### src/rtl/fsmc_pingpong_bufer_pkg.sv
// Shared sizing and types for the FSMC ping-pong frame buffer.
// Widths mirror the project-wide FSMC header values.
package fsmc_pingpong_bufer_pkg;

    localparam int FSMC_WIDTH     = 16;
    localparam int DATA_READ_RAZR = 5;
    localparam int LENTH_BUFER    = 15;

    localparam int DEPTH = LENTH_BUFER + 1;
    localparam int AW    = DATA_READ_RAZR;
    localparam int IDXW  = $clog2(DEPTH);

    typedef logic [FSMC_WIDTH-1:0] word_t;
    typedef logic [AW-1:0]         cnt_t;
    typedef logic [IDXW-1:0]       idx_t;
    typedef logic [IDXW:0]         ram_addr_t;

    localparam cnt_t DEPTH_CNT = cnt_t'(DEPTH);

    function automatic cnt_t cnt_max(cnt_t a, cnt_t b);
        return (a > b) ? a : b;
    endfunction

    // Bank index forms the top address bit of the shared RAM.
    function automatic ram_addr_t ram_addr(logic bank, idx_t idx);
        return {bank, idx};
    endfunction

endpackage

### src/rtl/fsmc_pingpong_bufer_if.sv
// Generator/host side bus of the ping-pong buffer.
// The master modport is the driving side (generator plus FSMC host), slave is the buffer.
interface fsmc_pingpong_bufer_if;
    import fsmc_pingpong_bufer_pkg::*;

    logic  BUFER_EN;
    word_t DATA_IN;
    cnt_t  BYTE_CNT;
    logic  BUFER_CHANGE;
    logic  RD_REQ;
    cnt_t  RD_ADDR;
    logic  READ_DONE;
    logic  OVR_CLR;

    word_t RD_DATA;
    logic  RD_VALID;
    logic  DATA_READY;
    cnt_t  WORD_CNT;
    logic  RD_BANK;
    logic  OVERRUN;

    modport master (
        output BUFER_EN, DATA_IN, BYTE_CNT, BUFER_CHANGE,
        output RD_REQ, RD_ADDR, READ_DONE, OVR_CLR,
        input  RD_DATA, RD_VALID, DATA_READY, WORD_CNT, RD_BANK, OVERRUN
    );

    modport slave (
        input  BUFER_EN, DATA_IN, BYTE_CNT, BUFER_CHANGE,
        input  RD_REQ, RD_ADDR, READ_DONE, OVR_CLR,
        output RD_DATA, RD_VALID, DATA_READY, WORD_CNT, RD_BANK, OVERRUN
    );

endinterface

### src/rtl/fsmc_pingpong_bufer_pp_dpram.sv
// Simple dual-port RAM holding both banks, addressed as {bank, index}.
// One write port, one registered read port; written to infer block RAM.
module pp_dpram
    import fsmc_pingpong_bufer_pkg::*;
(
    input  logic      CLK,
    input  logic      we,
    input  ram_addr_t waddr,
    input  word_t     wdata,
    input  logic      re,
    input  ram_addr_t raddr,
    output word_t     rdata
);

    word_t mem [2**(IDXW+1)];

    // NOTE: the array and its read register have no reset; a reset would block RAM inference.
    always_ff @(posedge CLK) begin
        if (we) begin
            mem[waddr] <= wdata;
        end
        if (re) begin
            rdata <= mem[raddr];
        end
    end

endmodule

### src/rtl/fsmc_pingpong_bufer.sv
// Ping-pong frame buffer between the data generator and the FSMC host.
// Holds bank selection, end-of-frame toggle detect, frame flags and address range checks.
module fsmc_pingpong_bufer
    import fsmc_pingpong_bufer_pkg::*;
(
    input  logic                        CLK,
    input  logic                        RESET,
    fsmc_pingpong_bufer_if.slave        bus
);

    logic      wr_bank;
    logic      chg_d;
    cnt_t      wr_max;
    cnt_t      wr_max_nxt;
    logic      swap;
    logic      wr_ok;
    logic      rd_ok;
    logic      rd_zero_q;
    word_t     ram_q;
    ram_addr_t ram_waddr;
    ram_addr_t ram_raddr;

    always_comb begin
        // NOTE: every variable gets a value before any branch, so no latch can be inferred.
        wr_max_nxt = wr_max;
        wr_ok      = bus.BUFER_EN && (bus.BYTE_CNT < DEPTH_CNT);
        rd_ok      = bus.RD_REQ && (bus.RD_ADDR < DEPTH_CNT);
        swap       = (bus.BUFER_CHANGE != chg_d);
        if (wr_ok) begin
            wr_max_nxt = cnt_max(wr_max, bus.BYTE_CNT + cnt_t'(1));
        end
    end

    assign ram_waddr = ram_addr(wr_bank, bus.BYTE_CNT[IDXW-1:0]);
    assign ram_raddr = ram_addr(bus.RD_BANK, bus.RD_ADDR[IDXW-1:0]);

    pp_dpram u_ram (
        .CLK   (CLK),
        .we    (wr_ok),
        .waddr (ram_waddr),
        .wdata (bus.DATA_IN),
        .re    (rd_ok),
        .raddr (ram_raddr),
        .rdata (ram_q)
    );

    // NOTE: state registers use non-blocking assignments so every flop sees pre-edge values.
    always_ff @(posedge CLK or posedge RESET) begin
        if (RESET) begin
            wr_bank        <= 1'b0;
            chg_d          <= 1'b0;
            wr_max         <= '0;
            rd_zero_q      <= 1'b1;
            bus.RD_VALID   <= 1'b0;
            bus.DATA_READY <= 1'b0;
            bus.WORD_CNT   <= '0;
            bus.RD_BANK    <= 1'b1;
            bus.OVERRUN    <= 1'b0;
        end else begin
            chg_d        <= bus.BUFER_CHANGE;
            bus.RD_VALID <= bus.RD_REQ;

            // Out-of-range reads return zero without touching the RAM read register.
            if (bus.RD_REQ) begin
                rd_zero_q <= !rd_ok;
            end

            if (swap) begin
                bus.RD_BANK    <= wr_bank;
                wr_bank        <= ~wr_bank;
                bus.WORD_CNT   <= wr_max_nxt;
                wr_max         <= '0;
                bus.DATA_READY <= 1'b1;
            end else begin
                wr_max <= wr_max_nxt;
                if (bus.READ_DONE) begin
                    bus.DATA_READY <= 1'b0;
                end
            end

            // A frame lost while unacknowledged beats a simultaneous clear.
            if (swap && bus.DATA_READY && !bus.READ_DONE) begin
                bus.OVERRUN <= 1'b1;
            end else if (bus.OVR_CLR) begin
                bus.OVERRUN <= 1'b0;
            end
        end
    end

    assign bus.RD_DATA = rd_zero_q ? '0 : ram_q;

endmodule

### src/flat_wrapper.sv
// flat-port wrapper written by rule: the top's interface ports become plain ports
module fsmc_pingpong_bufer_flat import fsmc_pingpong_bufer_pkg::*;
  (CLK, RESET, bus_BUFER_EN, bus_DATA_IN, bus_BYTE_CNT, bus_BUFER_CHANGE, bus_RD_REQ, bus_RD_ADDR, bus_READ_DONE, bus_OVR_CLR, bus_RD_DATA, bus_RD_VALID, bus_DATA_READY, bus_WORD_CNT, bus_RD_BANK, bus_OVERRUN);
  fsmc_pingpong_bufer_if bus_i ();
  input  logic CLK;
  input  logic RESET;
  input wire logic [$bits(bus_i.BUFER_EN)-1:0] bus_BUFER_EN;
  input wire logic [$bits(bus_i.DATA_IN)-1:0] bus_DATA_IN;
  input wire logic [$bits(bus_i.BYTE_CNT)-1:0] bus_BYTE_CNT;
  input wire logic [$bits(bus_i.BUFER_CHANGE)-1:0] bus_BUFER_CHANGE;
  input wire logic [$bits(bus_i.RD_REQ)-1:0] bus_RD_REQ;
  input wire logic [$bits(bus_i.RD_ADDR)-1:0] bus_RD_ADDR;
  input wire logic [$bits(bus_i.READ_DONE)-1:0] bus_READ_DONE;
  input wire logic [$bits(bus_i.OVR_CLR)-1:0] bus_OVR_CLR;
  output wire logic [$bits(bus_i.RD_DATA)-1:0] bus_RD_DATA;
  output wire logic [$bits(bus_i.RD_VALID)-1:0] bus_RD_VALID;
  output wire logic [$bits(bus_i.DATA_READY)-1:0] bus_DATA_READY;
  output wire logic [$bits(bus_i.WORD_CNT)-1:0] bus_WORD_CNT;
  output wire logic [$bits(bus_i.RD_BANK)-1:0] bus_RD_BANK;
  output wire logic [$bits(bus_i.OVERRUN)-1:0] bus_OVERRUN;
  assign bus_i.BUFER_EN = bus_BUFER_EN;
  assign bus_i.DATA_IN = bus_DATA_IN;
  assign bus_i.BYTE_CNT = bus_BYTE_CNT;
  assign bus_i.BUFER_CHANGE = bus_BUFER_CHANGE;
  assign bus_i.RD_REQ = bus_RD_REQ;
  assign bus_i.RD_ADDR = bus_RD_ADDR;
  assign bus_i.READ_DONE = bus_READ_DONE;
  assign bus_i.OVR_CLR = bus_OVR_CLR;
  assign bus_RD_DATA = bus_i.RD_DATA;
  assign bus_RD_VALID = bus_i.RD_VALID;
  assign bus_DATA_READY = bus_i.DATA_READY;
  assign bus_WORD_CNT = bus_i.WORD_CNT;
  assign bus_RD_BANK = bus_i.RD_BANK;
  assign bus_OVERRUN = bus_i.OVERRUN;
  fsmc_pingpong_bufer u_core (.CLK(CLK), .RESET(RESET), .bus(bus_i));
endmodule
### config.mk
export PLATFORM = sky130hd
export DESIGN_NAME = fsmc_pingpong_bufer_flat
export DESIGN_NICKNAME = d
export VERILOG_FILES = /design/src/rtl/fsmc_pingpong_bufer_pkg.sv /design/src/rtl/fsmc_pingpong_bufer_if.sv /design/src/rtl/fsmc_pingpong_bufer_pp_dpram.sv /design/src/rtl/fsmc_pingpong_bufer.sv /design/src/flat_wrapper.sv
export SDC_FILE = /design/constraint.sdc
export NUM_CORES = 1
export LEC_CHECK = 0
export BUFFER_PORTS_ARGS = -buffer_cell sky130_fd_sc_hd__buf_2
export CAP_MARGIN = 20
export CELL_PAD_IN_SITES_DETAIL_PLACEMENT = 1
export CELL_PAD_IN_SITES_GLOBAL_PLACEMENT = 1
export CORE_ASPECT_RATIO = 1.5
export CORE_MARGIN = 1.5
export CORE_UTILIZATION = 45
export DETAILED_ROUTE_END_ITERATION = 7
export PLACE_DENSITY = 0.75
export SYNTH_ARGS = -nofsm -noshare
export SYNTH_HDL_FRONTEND = slang
export SYNTH_SLANG_ARGS = --single-unit
### constraint.sdc
create_clock -name CLK -period 2.7 [get_ports CLK]
set_clock_uncertainty 0.05 [all_clocks]
set_input_delay 0.81 -clock CLK [delete_from_list [all_inputs] [get_ports CLK]]
set_output_delay 0.81 -clock CLK [all_outputs]
set_load 0.005 [all_outputs]
==> results.cfg, run 1 <==
[timing]
relSlewSlack_pct = 43.7
hold_ws_ps = 332
max_freq_mhz = 418
finalMaxSlewViolations = 0
period_minus_slack_ps = 2390
min_period_over_period_pct = 88.6
setup_viol = 0
finalHoldViolations = 0
rsz0062_at_grt = false
worstMarginPinSlew_ps = 843

[floorplan]
die_area_sq_mm = 0.0479
die-width_um = 179
boundaryPins = 58
die_h_um = 267
start_util_pct = 45.7
core_area_sq_mm = 0.0459
row_count = 96

[setup_path]
criticalPathCategory = in -> reg
r2r_slack_ps = 510
crit_arrival_ps = 2820
cp_max_fo = 6
crit_path_end_kind = flop
crit_path_start_kind = primary input
crit_required_ps = 3130

[power_and_ir_drop]
power.density_mw_per_mm2 = 714
p_leak_nw = 8.07
ir_drop_uv = 426
finalPower_mw = 17.7

[place]
dp.cells = 1688
hpwl_mm = 32.3
routabilityCongestion = 0.836
io_buffers = 57

[cts]
clk_latency_ps = 570
post_cts_buffers = 0
cts_sinks = 545
hold_buffers = 0
root_buffer = clkbuf_16
h-tree-depth = 2
post_cts_resized = 0
path_clk_slew_ps = 60
cts_buffers = 48
cts_tree = yes
clockBufferDepth = 3

[cells_and_area]
areaGrowthSynthToFinish_pct = 17.9
layout.nets = 1193
fill_cells = 4051
fin_util_pct = 53.9
drive_gt1_share_pct = 35.2
fin_cells = 1775

[route]
drt-total-wl_mm = 51.8
via_count = 10500
antenna_left = 0
drcViolationCount = 0
first_pass_iters = 5
viasPerCell = 5.93
wl_per_cell_um = 29.2
drt_iter0_drc = 890

[grt]
grt_pass1_wl_mm = 75.4
grt_overflow = 0
antenna_found_initial = 0
grt_pass1_vias = 11400
grt_max_degree = 40
grt_use_total_pct = 22.4

[flow_run]
drv_cap = 0

[yosys]
synth_edf_count = 528
syn_area_per_cell_sq_um = 22.0
syn_inst = 954
synth-seq-area-share_pct = 77.6
netlist_area_sq_mm = 0.0210
yosys_warnings = 0
synth_cell_type_count = 38
synthesis.nets = 997
async_flop_share_pct = 3.12
synth_flop_cell = edfxtp_1
ys_ff_latch = 545

[outcome]
status = finished, final reports clean

[worst_hold_path]
hold_path_class = in -> reg
## final timing paths
| path | startpoint | end | depth (start not counted) |
|---|---|---|---|
| min reg2reg | u_core.bus.WORD_CNT[4] | u_core.bus.WORD_CNT[4] | 2 |
| min in group asynchronous | RESET | u_core.bus.WORD_CNT[1] | 2 |
| max reg2reg | u_core.bus.RD_BANK | u_core.u_ram.rdata[14] | 4 |
| max in group asynchronous | RESET | u_core.chg_d | 2 |
| min | bus_RD_REQ | u_core.bus.RD_VALID | 1 |
| max | bus_BYTE_CNT[0] | u_core.wr_max[3] | 10 |
## placed cells by master (no fill, tap or decap), drive strengths merged, types with 2 or more instances in the layout
cell type,n
dfstp,2
clkinv,23
xnor2,5
nor2,39
nand3,10
mux4,128
nor4,16
a31oi,2
o22ai,65
or3b,3
mux2,2
o2111ai,4
ha,10
dfrtp,15
nand2,20
edfxtp,528
buf,191
inv,11
bufinv,2
mux2i,3
a22oi,2
clkbuf,58
nor2b,18
or3,2
a21oi,3
nor3,3
clkinvlp,2
nand4,2
nand3b,7
## stage by stage
stage / setup WS [ps] / area [sq um] / setup TNS [ps]
2_1_floorplan: 9.58 / 21000 / 0
3_3_place_gp: -165 / 23300 / -1410
3_5_place_dp: -297 / 23300 / -2400
4_1_cts: 296 / 24700 / 0
5_1_grt: 124 / 24700 / 0
6_report: 307 / 24700 / 0
## power breakdown
part	total, mW	switching, mW	leakage [nW]	internal, mW
logic	1.62	0.926	2.39	0.693
registers	9.56	0.109	4.97	9.45
clock network	6.48	2.97	0.714	3.52
## layer usage
layer | routed length [um] | global-route usage, %
met1 | 19100 | 27.6
met2 | 27500 | 39.0
met3 | 2840 | 3.14
met4 | 2370 | 9.78
met5 | 0 | 0
## registers in the layout (all words and copies together), names as in the netlist, 5 cells and up
name and count:
u_core.bus.WORD_CNT 5, u_core.u_ram.mem 512, u_core.u_ram.rdata 16, u_core.wr_max 5
## kinds of logic (layout without fill, tap and decap cells)
| logic type | after synthesis | after routing | synth area share (%) |
|---|---|---|---|
| AOI/OAI and AO/OA | 82 | 82 | 2.54 |
| adders and majority gates | 10 | 10 | 0.597 |
| muxes | 133 | 133 | 14.0 |
| buffers and inverters | 55 | 287 | 1.54 |
| DFF | 545 | 545 | 77.6 |
| xor gates and xnor gates | 6 | 6 | 0.251 |
| other | 0 | 1 | 0 |
| and+or+nand+nor | 123 | 123 | 3.44 |
## area by class of cell
cell class	instances	area, sq um	area share (%)
diodes	1	2.50	0.0101
clock buffers	57	1260	5.08
clock inverters	29	195	0.789
inverters	9	33.8	0.137
multi-input cells	354	4420	17.9
flip-flops and latches	545	16300	65.8
well taps	588	736	2.97
repair buffers	192	1810	7.32
## critical path, stage by stage
cell and delay (ps):
buf_2 90, ha_1 160, nand3_1 100, xnor2_1 210, inv_1 100, ha_4 280, nand4_1 220, o2111a_1 370
a21oi_2 260, mux2i_1 220
## synthesized netlist by cell type (2+ instances only)
master     number  share of area [%]
buf_4           3               0.11
clkbuf_1       13               0.23
nand3b_1        7               0.25
nor2b_1        18               0.54
mux4_2        128                 14
nand2_1        20               0.36
a21oi_1         3              0.072
or3_1           2              0.060
buf_6          11               0.59
nor3_1          3              0.072
a22oi_1         2              0.072
nor2_1         39               0.70
nand3_1        10               0.24
ha_1           10               0.60
o22ai_1        65                1.9
buf_2          19               0.45
o2111ai_1       4               0.17
dfrtp_1        15                1.8
edfxtp_1      528                 76
nor4_2         16               0.95
or3b_2          3               0.13
mux2i_1         3               0.14
xnor2_1         5               0.21
mux2_2          2               0.11
nand4_1         2              0.060
a31oi_1         2              0.060
inv_1           9               0.16
dfstp_2         2               0.25
Note: power is estimated with default switching activity, not from simulation.
==> inputs of run 2 (changes only) <==
--- a/config.mk
+++ b/config.mk
@@ -13,6 +13,7 @@
 export CORE_MARGIN = 1.5
 export CORE_UTILIZATION = 45
 export DETAILED_ROUTE_END_ITERATION = 7
+export GPL_ROUTABILITY_DRIVEN = 0
 export PLACE_DENSITY = 0.75
 export SYNTH_ARGS = -nofsm -noshare
 export SYNTH_HDL_FRONTEND = slang
==> constraint.sdc (replaced) <==
create_clock -name CLK -period 2.83 [get_ports CLK]
set_clock_uncertainty 0.05 [all_clocks]
set_input_delay 0.849 -clock CLK [delete_from_list [all_inputs] [get_ports CLK]]
set_output_delay 0.849 -clock CLK [all_outputs]
set_load 0.005 [all_outputs]
==> run 2 against run 1 <==
First-iteration DRC count decreased by 13%. Flip-flop and latch count unchanged. Cell area decreased by 2.1%. Critical endpoint is now u_core.wr_max[0]. Utilization decreased by 1.1 points. Clock power decreased by 1%. Register-to-register slack improved by 220 ps. Cell count decreased by 2.9%.
==> results.cfg, run 2 (synthesized netlist as in run 1, its figures left out) <==
[cts]
post_cts_resized = 0
cts_sinks = 545
clk_latency_ps = 570
cts_buffers = 49
cts_tree = yes
path_clk_slew_ps = 60
clockBufferDepth = 3
root_buffer = clkbuf_16
h-tree-depth = 2
hold_buffers = 0
post_cts_buffers = 0

[worst_hold_path]
min_path_cells = 1
hold_path_class = in -> reg

[grt]
grt_pass1_vias = 11200
grt_overflow = 0
grt_pass1_wl_mm = 71.3
grt_use_total_pct = 20.7
antenna_found_initial = 1
grt_max_degree = 36

[floorplan]
row_count = 96
boundaryPins = 58
die_area_sq_mm = 0.0479
die-width_um = 179
die_h_um = 267
start_util_pct = 45.7
core_area_sq_mm = 0.0459

[power_and_ir_drop]
p_leak_nw = 7.80
pwr-share-clk_pct = 38.0
p_sw_mw = 3.67
seq_power_share_pct = 54.2
netSwitchingFraction_pct = 21.8
ir_drop_uv = 379
power.density_mw_per_mm2 = 696
p_comb_share_pct = 7.8
internal-power_mw = 13.2

[route]
drcViolationCount = 0
via_count = 10100
drt_iter0_drc = 770
viasPerCell = 5.84
antenna_left = 0
drt-total-wl_mm = 47.2
wl_per_cell_um = 27.4
first_pass_iters = 4

[setup_path]
crit_arrival_ps = 2920
criticalPathCategory = in -> reg
crit_path_end_kind = flop
crit_path_start_kind = primary input
r2r_cells = 5
cp_max_fo = 5
crit_required_ps = 3260

[timing]
finalMaxSlewViolations = 0
setup_viol = 0
worstMarginPinSlew_ps = 870
max_freq_mhz = 401
relSlewSlack_pct = 41.9
min_period_over_period_pct = 88.1
period_minus_slack_ps = 2490
finalHoldViolations = 0
rsz0062_at_grt = false

[cells_and_area]
final_cell_mix = 528 x edfxtp_1, 128 x mux4_2, 65 x o22ai_1
diodes = 0
fin_area_sq_mm = 0.0242
fill_cells = 4050
largest_reg_flops = 512
final_common_cell = edfxtp_1
fin_util_pct = 52.8
fin_cells = 1724
areaGrowthSynthToFinish_pct = 15.5
drive_gt1_share_pct = 32.2
largest_register = u_core.u_ram.mem
layout.nets = 1145
reg.largest.list = u_core.u_ram.mem x512, u_core.u_ram.rdata x16

[place]
dp.cells = 1639
io_buffers = 57
hpwl_mm = 31.2
placed_cell_area_sq_mm = 0.0227

[flow_run]
drv_cap = 0

[outcome]
status = finished, final reports clean
[run 2: cell types whose count changed in the layout (fill, tap and decap cells not counted), sizes merged]
cell and delta:
buf -49, bufinv +3, clkinv -1, clkinvlp -2
diode -1, inv -1
[run 2: critical path, stage by stage]
cell      delay [ps]
buf_2            110
ha_1             180
nand3_1          100
xnor2_1          220
inv_1             80
ha_1             300
nand4_1          210
o2111a_1         390
a21oi_2          270
mux2i_1          210
[run 2: power groups by stage]
stage	clock [mW]	combinational [mW]	sequential, mW
2_1_floorplan	0	0.757	9.22
3_3_place_gp	0	1.28	9.29
3_5_place_dp	0	1.33	9.30
4_1_cts	6.51	1.34	9.13
5_1_grt	6.75	1.43	9.14
6_report	6.41	1.32	9.13
[run 2: path summary, 6_finish.rpt]
kind / start / end / slack [ps]
max in group asynchronous: RESET / u_core.wr_max[2] / 1770
setup / recovery: bus_BYTE_CNT[0] / u_core.wr_max[0] / 340
hold reg to reg: u_core.bus.DATA_READY / u_core.bus.DATA_READY / 470
min in group asynchronous: RESET / u_core.bus.DATA_READY / 410
setup reg to reg: u_core.bus.RD_BANK / u_core.u_ram.rdata[1] / 730
hold / removal: bus_RD_REQ / u_core.bus.RD_VALID / 380
[run 2: stage by stage]
step	hold slack (ps)	TNS [ps]	worst slack, ps	power, mW
3_5_place_dp	458	-1630	-221	10.6
3_3_place_gp	440	-212	-61.1	10.6
4_1_cts	353	0	361	17.0
5_1_grt	366	0	214	17.3
2_1_floorplan	423	0	16.8	9.98
6_report	383	0	337	16.9
[run 2: area by class of cell]
type | count | area, sq um | area share, %
clock inverter | 28 | 258 | 1.06
sequential | 545 | 16300 | 67.2
timing repair buffer | 143 | 1280 | 5.28
multi-input combinational | 354 | 4380 | 18.1
inverter | 9 | 33.8 | 0.139
clock buffer | 57 | 1260 | 5.19
tap | 588 | 736 | 3.04
[run 2: layer usage]
| metal | wire [um] | vias up | GRT usage, % |
|---|---|---|---|
| met5 | 8 | - | 0 |
| met4 | 1500 | 2 | 6.99 |
| met3 | 1880 | 98 | 2.77 |
| met2 | 25500 | 305 | 37.4 |
| met1 | 18300 | 5352 | 25.2 |
| li1 | - | 4307 | - |
